$ cat config.mk
export PLATFORM = sky130hd
export DESIGN_NAME = alu_seq_flat
export DESIGN_NICKNAME = d
export VERILOG_FILES = /design/src/rtl/alu_seq_if.sv /design/src/rtl/alu_seq.sv /design/src/flat_wrapper.sv
export SDC_FILE = /design/constraint.sdc
export NUM_CORES = 1
export LEC_CHECK = 0
export ABC_AREA = 1
export CAP_MARGIN = 40
export CELL_PAD_IN_SITES_DETAIL_PLACEMENT = 0
export CELL_PAD_IN_SITES_GLOBAL_PLACEMENT = 1
export CORE_AREA = 2 2 201 203
export CTS_CLUSTER_DIAMETER = 150
export CTS_CLUSTER_SIZE = 24
export DETAILED_ROUTE_END_ITERATION = 8
export DIE_AREA = 0 0 203 205
export GPL_TIMING_DRIVEN = 0
export PLACE_DENSITY = 0.91
export SYNTH_ARGS = -nofsm -noshare
export SYNTH_HDL_FRONTEND = slang
export SYNTH_SLANG_ARGS = --single-unit
$ cat constraint.sdc
create_clock -name clk -period 3.93 [get_ports clk]
set_input_delay 0.5895 -clock clk [delete_from_list [all_inputs] [get_ports clk]]
set_output_delay 0.5895 -clock clk [all_outputs]
set_load 0.03 [all_outputs]
$ cat src/rtl/alu_seq_if.sv
// alu_seq_if: start/op/operand bus and result/status bus of alu_seq.
// master = issuing stage (drives op), slave = ALU.
interface alu_seq_if #(
  parameter int WIDTH = 32
);
  logic             start;
  logic [3:0]       ctl;
  logic [WIDTH-1:0] dataA;
  logic [WIDTH-1:0] dataB;
  logic [WIDTH-1:0] dataOut;
  logic             zero;
  logic [WIDTH-1:0] hi;
  logic [WIDTH-1:0] lo;
  logic             busy;
  logic             done;
  logic             div0;

  modport master (
    output start, ctl, dataA, dataB,
    input  dataOut, zero, hi, lo, busy, done, div0
  );

  modport slave (
    input  start, ctl, dataA, dataB,
    output dataOut, zero, hi, lo, busy, done, div0
  );
endinterface

$ cat src/rtl/alu_seq.sv
// alu_seq: registered EX-stage ALU with iterative unsigned MULTU/DIVU into HI/LO.
// Optional divider: define ALU_DIV_EN to compile in the DIV state, restoring
// divider and div0 flag; otherwise DIVU acts as an unknown op.
module alu_seq #(
  parameter int WIDTH = 32,
  parameter int CNT_W = $clog2(WIDTH) + 1
) (
  input logic      clk,
  input logic      rst_n,
  alu_seq_if.slave bus
);

  typedef enum logic [1:0] {IDLE, MUL, DIV} state_e;

  typedef enum logic [3:0] {
    OP_AND   = 4'b0000,
    OP_OR    = 4'b0001,
    OP_ADD   = 4'b0010,
    OP_SUB   = 4'b0110,
    OP_SLT   = 4'b0111,
    OP_MULTU = 4'b1000,
    OP_DIVU  = 4'b1001,
    OP_MFHI  = 4'b1010,
    OP_MFLO  = 4'b1011,
    OP_NOR   = 4'b1100
  } op_e;

  state_e             state, state_nx;
  logic [CNT_W-1:0]   cnt;
  logic [3:0]         op_q;
  logic [WIDTH-1:0]   a_q, b_q;
  logic               pend;
  logic               fin;
  logic [2*WIDTH-1:0] acc;
  logic [WIDTH:0]     msum;
  logic [WIDTH-1:0]   res;
  logic               accept, start_mul, start_div, last;

  // The cycle after acceptance has busy=0 while the FSM already iterates,
  // so acceptance is also gated on the FSM being idle.
  assign accept    = bus.start && !bus.busy && (state == IDLE);
  assign start_mul = accept && (bus.ctl == OP_MULTU);
`ifdef ALU_DIV_EN
  assign start_div = accept && (bus.ctl == OP_DIVU) && (bus.dataB != '0);
`else
  assign start_div = 1'b0;
`endif
  assign last = (state != IDLE) && (cnt == CNT_W'(WIDTH - 1));

  // FSM state register
  always_ff @(posedge clk or negedge rst_n) begin
    if (!rst_n) state <= IDLE;
    else        state <= state_nx;
  end

  // FSM next-state
  always_comb begin
    state_nx = state;
    case (state)
      IDLE: begin
        if (start_mul)      state_nx = MUL;
        else if (start_div) state_nx = DIV;
      end
      MUL, DIV: if (last) state_nx = IDLE;
      default: state_nx = IDLE;
    endcase
  end

  // Capture op and operands on the accepting edge; flag single-cycle work
  always_ff @(posedge clk or negedge rst_n) begin
    if (!rst_n) begin
      op_q <= '0;
      a_q  <= '0;
      b_q  <= '0;
      pend <= 1'b0;
    end else begin
      if (accept) begin
        op_q <= bus.ctl;
        a_q  <= bus.dataA;
        b_q  <= bus.dataB;
      end
      pend <= accept && !start_mul && !start_div;
    end
  end

  // Iteration counter and end-of-iteration marker
  always_ff @(posedge clk or negedge rst_n) begin
    if (!rst_n) begin
      cnt <= '0;
      fin <= 1'b0;
    end else begin
      if (state != IDLE) cnt <= last ? '0 : cnt + 1'b1;
      fin <= last;
    end
  end

  // Shift-add step: conditionally add multiplicand to upper half, carry kept
  always_comb begin
    msum = {1'b0, acc[2*WIDTH-1:WIDTH]} + (acc[0] ? {1'b0, a_q} : '0);
  end

`ifdef ALU_DIV_EN
  logic [WIDTH:0]   dtrial, ddiff;
  logic             dge;
  logic [WIDTH-1:0] drem;

  // Restoring step: shift next dividend bit into remainder, trial-subtract
  always_comb begin
    dtrial = {acc[2*WIDTH-1:WIDTH], acc[WIDTH-1]};
    ddiff  = dtrial - {1'b0, b_q};
    dge    = !ddiff[WIDTH];
    drem   = dge ? ddiff[WIDTH-1:0] : dtrial[WIDTH-1:0];
  end
`endif

  // Shared accumulator: {partial product} or {remainder, quotient}
  always_ff @(posedge clk or negedge rst_n) begin
    if (!rst_n) acc <= '0;
    else if (start_mul) acc <= {{WIDTH{1'b0}}, bus.dataB};
    else if (start_div) acc <= {{WIDTH{1'b0}}, bus.dataA};
    else if (state == MUL) acc <= {msum, acc[WIDTH-1:1]};
`ifdef ALU_DIV_EN
    else if (state == DIV) acc <= {drem, acc[WIDTH-2:0], dge};
`endif
  end

  // Single-cycle result
  always_comb begin
    res = '0;
    case (op_q)
      OP_AND:  res = a_q & b_q;
      OP_OR:   res = a_q | b_q;
      OP_ADD:  res = a_q + b_q;
      OP_SUB:  res = a_q - b_q;
      OP_SLT:  res = {{(WIDTH-1){1'b0}}, ($signed(a_q) < $signed(b_q))};
      OP_NOR:  res = ~(a_q | b_q);
      OP_MFHI: res = bus.hi;
      OP_MFLO: res = bus.lo;
      default: res = '0;
    endcase
  end

  // Architectural outputs
  always_ff @(posedge clk or negedge rst_n) begin
    if (!rst_n) begin
      bus.dataOut <= '0;
      bus.zero    <= 1'b0;
      bus.hi      <= '0;
      bus.lo      <= '0;
      bus.busy    <= 1'b0;
      bus.done    <= 1'b0;
      bus.div0    <= 1'b0;
    end else begin
      bus.busy <= (state != IDLE);
      bus.done <= fin || pend;
      if (fin) begin
        bus.hi <= acc[2*WIDTH-1:WIDTH];
        bus.lo <= acc[WIDTH-1:0];
      end
      if (pend) begin
`ifdef ALU_DIV_EN
        if (op_q == OP_DIVU) begin
          bus.hi   <= a_q;
          bus.lo   <= '1;
          bus.div0 <= 1'b1;
        end else
`endif
        begin
          bus.dataOut <= res;
          bus.zero    <= (res == '0);
        end
      end
`ifdef ALU_DIV_EN
      // Placed after the set so a MULTU/DIVU accepted in the same cycle wins
      if (accept && (bus.ctl == OP_MULTU || bus.ctl == OP_DIVU)) bus.div0 <= 1'b0;
`endif
    end
  end

endmodule

$ cat src/flat_wrapper.sv
// flat-port wrapper written by rule: the top's interface ports become plain ports
module alu_seq_flat 
#(
  parameter int WIDTH = 32,
  parameter int CNT_W = $clog2(WIDTH) + 1
)
  (clk, rst_n, bus_start, bus_ctl, bus_dataA, bus_dataB, bus_dataOut, bus_zero, bus_hi, bus_lo, bus_busy, bus_done, bus_div0);
  alu_seq_if #(.WIDTH(WIDTH)) bus_i ();
  input logic clk;
  input logic rst_n;
  input wire logic [$bits(bus_i.start)-1:0] bus_start;
  input wire logic [$bits(bus_i.ctl)-1:0] bus_ctl;
  input wire logic [$bits(bus_i.dataA)-1:0] bus_dataA;
  input wire logic [$bits(bus_i.dataB)-1:0] bus_dataB;
  output wire logic [$bits(bus_i.dataOut)-1:0] bus_dataOut;
  output wire logic [$bits(bus_i.zero)-1:0] bus_zero;
  output wire logic [$bits(bus_i.hi)-1:0] bus_hi;
  output wire logic [$bits(bus_i.lo)-1:0] bus_lo;
  output wire logic [$bits(bus_i.busy)-1:0] bus_busy;
  output wire logic [$bits(bus_i.done)-1:0] bus_done;
  output wire logic [$bits(bus_i.div0)-1:0] bus_div0;
  assign bus_i.start = bus_start;
  assign bus_i.ctl = bus_ctl;
  assign bus_i.dataA = bus_dataA;
  assign bus_i.dataB = bus_dataB;
  assign bus_dataOut = bus_i.dataOut;
  assign bus_zero = bus_i.zero;
  assign bus_hi = bus_i.hi;
  assign bus_lo = bus_i.lo;
  assign bus_busy = bus_i.busy;
  assign bus_done = bus_i.done;
  assign bus_div0 = bus_i.div0;
  alu_seq #(.WIDTH(WIDTH), .CNT_W(CNT_W)) u_core (.clk(clk), .rst_n(rst_n), .bus(bus_i));
endmodule
==> impl_results.md <==
- Final Critical Period: 3320 ps
- Height of the die: 205 um
- Clock Latency Late Sink: 540 ps
- Core region area: 39400 um^2
- Max-slew headroom: 0.427
- Final setup violating endpoints: 0
- F_max: 302 MHz
- # fillers: 4063
- Total grt overflow: 0
- Worst-path fanout max: 10
- Max-cap violations: 0
- Area of the multi-input gates: 9850 um^2
- Final wirelength: 69000 um
- Crit path from: u_core.acc[0]$_DFFE_PN0P_
- Residual DRC count: 0
- Root Driver: clkbuf_16
- Power Internal: 8370 uW
- Synth warn: 1
- RSZ-0062 raised after global routing: no
- Hold Crit Start: u_core.state[0]$_DFFE_PN0P_
- Sequential area share after synthesis: 0.334
- P&R area growth vs syn: 16.0%
- Clock share of power: 0.085
- DRT Pass-1 Iters: 5
- Initial cell density of the core: 0.457
- Vias: 18182
- Clock tree from TritonCTS: done
- Vias in the first global route: 17633
- Fin nets: 3068
- Psw: 11000 uW
- Setup TNS: 0 ps
- Die Width: 203 um
- Vias per Instance: 5.37
- CP Launch Type: flop
- Antenna-violating nets left: 0
- CTS HTree Levels: 1
- #FFs+latches synth: 240
- HP Class: reg2reg
- Cells after Synth: 2664
- Setup Skew: 17.7 ps
- P_leak: 0.0107 uW
- Clock slew at the register clock pins of the worst setup and hold paths: 100 ps
- Total track usage: 0.332
- Crit end category: flop
- Wire per inst: 20.4 um
- R2R Path Start: u_core.acc[0]$_DFFE_PN0P_
- Area after detailed placement: 20400 um^2
- Tcrit/Tclk final: 0.844
- Initial antenna violation count: 0
- ANT cells: 0
- First-pass GRT wire length: 104000 um
- Share of cells above drive strength 1: 0.0444
- Finished Cell Area: 20800 um^2
- CP arrival: 3740 ps
- Comb power frac: 0.683
- Status: completed
- Post-CTS setup buffers: 0
- Switch share: 0.568
- Power per Cell Area: 929 nW/um^2
- Total CTS buffers: 14
- GPL Wtd Cong: 0.993
- Slew Limit Fails: 0
- IO Port Bufs: 169
- Drt initial violations: 1494
- Setup CP Type: reg2reg
- Synth Cell Area: 18000 um^2
- Mapped Avg Cell Area: 6.75 um^2
- Row cnt: 73
- Fin. Hold Viols: 0
- Ports: 171
- Peak VDD IR: 0.579 mV
- Worst-margin pin slew: 860 ps
- Synthesized Nets: 2875
- Reg area: 6010 um^2
- Clock Tree Buf Depth: 3
- Worst path required time: 4360 ps
- Pin count of the biggest net entering global routing: 115
- Clk sinks: 240
- Post-synth cell types: 51
- Flop pwr share: 0.231
- Post-DP HPWL: 57200 um
- Total die area: 41600 um^2
==> synthesized netlist by cell type (all sizes together) <==
library cell  instances  area, um^2
a32o                  1        10.0
clkinv                3        11.3
a2111oi               6        58.8
o21bai                6        45.0
a221oi                2        17.5
mux2                 10         113
nor3                 23         140
nand4                23         144
inv                 442        1660
and3                  1        6.26
xor2                  5        43.8
nand2b                1        6.26
o221ai               35         307
clkbuf               47         176
nor4                  5        31.3
buf                  42         275
conb                  1        3.75
ha                  137        1710
o21a                  5        37.5
nand3               159         816
a211oi               18         135
a21oi               138         702
a21boi                1        7.51
nor3b                 1        7.51
and2                  3        18.8
nor2                264        1040
fa                    3        60.1
nand2               786        2990
o22ai                25         156
a31oi                 8        50.1
o21ai               194         971
xnor2                 3        26.3
o211ai                3        22.5
dfrtp               240        6010
a21o                  8        60.1
or2                   5        31.3
nand3b                3        22.5
o31ai                 7        52.6
==> path summary, 6_finish.rpt <==
check / to / slack, ps / depth (start not counted)
worst max-delay path: u_core.acc[62]$_DFFE_PN0P_ / 610 / 18
worst min-delay path: u_core.bus.busy$_DFF_PN0_ / 410 / 0
worst max register to register: u_core.acc[62]$_DFFE_PN0P_ / 610 / 18
worst min register to register: u_core.bus.busy$_DFF_PN0_ / 410 / 0
max in group asynchronous: u_core.bus.lo[18]$_DFFE_PN0P_ / 2080 / 4
min in group asynchronous: u_core.a_q[2]$_DFFE_PN0P_ / 500 / 2
==> layer usage <==
metal / part of all wire / global-route usage / up-vias
met2: 0.47 / 0.562 / 612
li1: - / - / 8861
met1: 0.43 / 0.439 / 8603
met5: 0 / 0 / -
met4: 0.037 / 0.107 / 0
met3: 0.062 / 0.0442 / 106
==> worst max-delay path: stages, from the launching register on <==
cell,delay (ps)
dfrtp_1,330
clkbuf_1,310
clkbuf_1,400
nand2_1,100
inv_1,70
ha_1,180
nor2_1,60
nand2_1,50
o21ai_1,110
o21ai_0,330
nand2_1,100
nand2_1,210
nand2_1,80
nand2_1,80
inv_1,100
o21ai_0,380
a21oi_1,120
o21ai_0,130
nand2_1,80
==> kinds of logic after synthesis <==
| logic type | count (synthesis) | synth area share |
|---|---|---|
| AOI/OAI and AO/OA | 457 | 0.146 |
| buffers and inverters | 534 | 0.118 |
| DFF | 240 | 0.334 |
| xor gates and xnor gates | 8 | 0.00390 |
| and+or+nand+nor | 1274 | 0.292 |
| adders and majority gates | 140 | 0.0987 |
| muxes | 10 | 0.00627 |
| other | 1 | 0.000209 |
==> area by class of cell <==
type	instances	share of cell area
multi-input cells	1890	0.472
clock buffers	14	0.0168
inverters	445	0.0801
clock inverters	4	0.00336
plain buffers	89	0.0217
well taps	525	0.0315
flip-flops and latches	240	0.288
repair buffers	177	0.0859
==> sequential cells by signal (all words and copies together), names as in the netlist, 4 cells and up <==
| name | flops |
|---|---|
| u_core.a_q | 32 |
| u_core.acc | 64 |
| u_core.b_q | 32 |
| u_core.bus.dataOut | 32 |
| u_core.bus.hi | 32 |
| u_core.bus.lo | 32 |
| u_core.cnt | 6 |
| u_core.op_q | 4 |
==> cell usage in the layout, fill, tap and decap left out, types with 14 or more instances in the layout <==
| cell type | instances |
|---|---|
| a211oi_1 | 18 |
| clkbuf_16 | 14 |
| nand2_1 | 774 |
| o22ai_1 | 25 |
| nand3_1 | 155 |
| inv_1 | 432 |
| nand4_1 | 23 |
| clkbuf_1 | 47 |
| clkdlybuf4s50_1 | 168 |
| o221ai_1 | 35 |
| nor2_1 | 249 |
| dfrtp_1 | 240 |
| buf_2 | 21 |
| nor3_1 | 18 |
| a21oi_1 | 135 |
| ha_1 | 137 |
| o21ai_0 | 183 |
==> power by group through the flow <==
stage	clock [uW]	combinational, uW	sequential [uW]
floorplan	0	8320	4700
global placement	0	12800	4460
detailed placement	0	13000	4480
CTS	1680	13100	4440
global route	1760	14700	4590
finish	1650	13200	4480
==> through the flow <==
| stage | power (uW) | setup WS [ps] | util | instances | hold slack (ps) |
|---|---|---|---|---|---|
| after floorplan | 13000 | 1500 | - | 2664 | 294 |
| after global routing | 21100 | 273 | 0.529 | 3384 | 430 |
| after detailed placement | 17500 | 490 | 0.518 | 3365 | 395 |
| after global placement | 17200 | -8220 | 0.516 | 3358 | 386 |
| final | 19400 | 614 | 0.529 | 3384 | 412 |
| after CTS | 19200 | 651 | 0.529 | 3384 | 418 |
==> timing repair <==
| item | 4_1_cts | 5_1_grt |
|---|---|---|
| hold endpoints to repair | 34 | 0 |
| hold buffers | 1 | 0 |
| resized for setup | 0 | 0 |
Power figures use the tool's default switching activity.
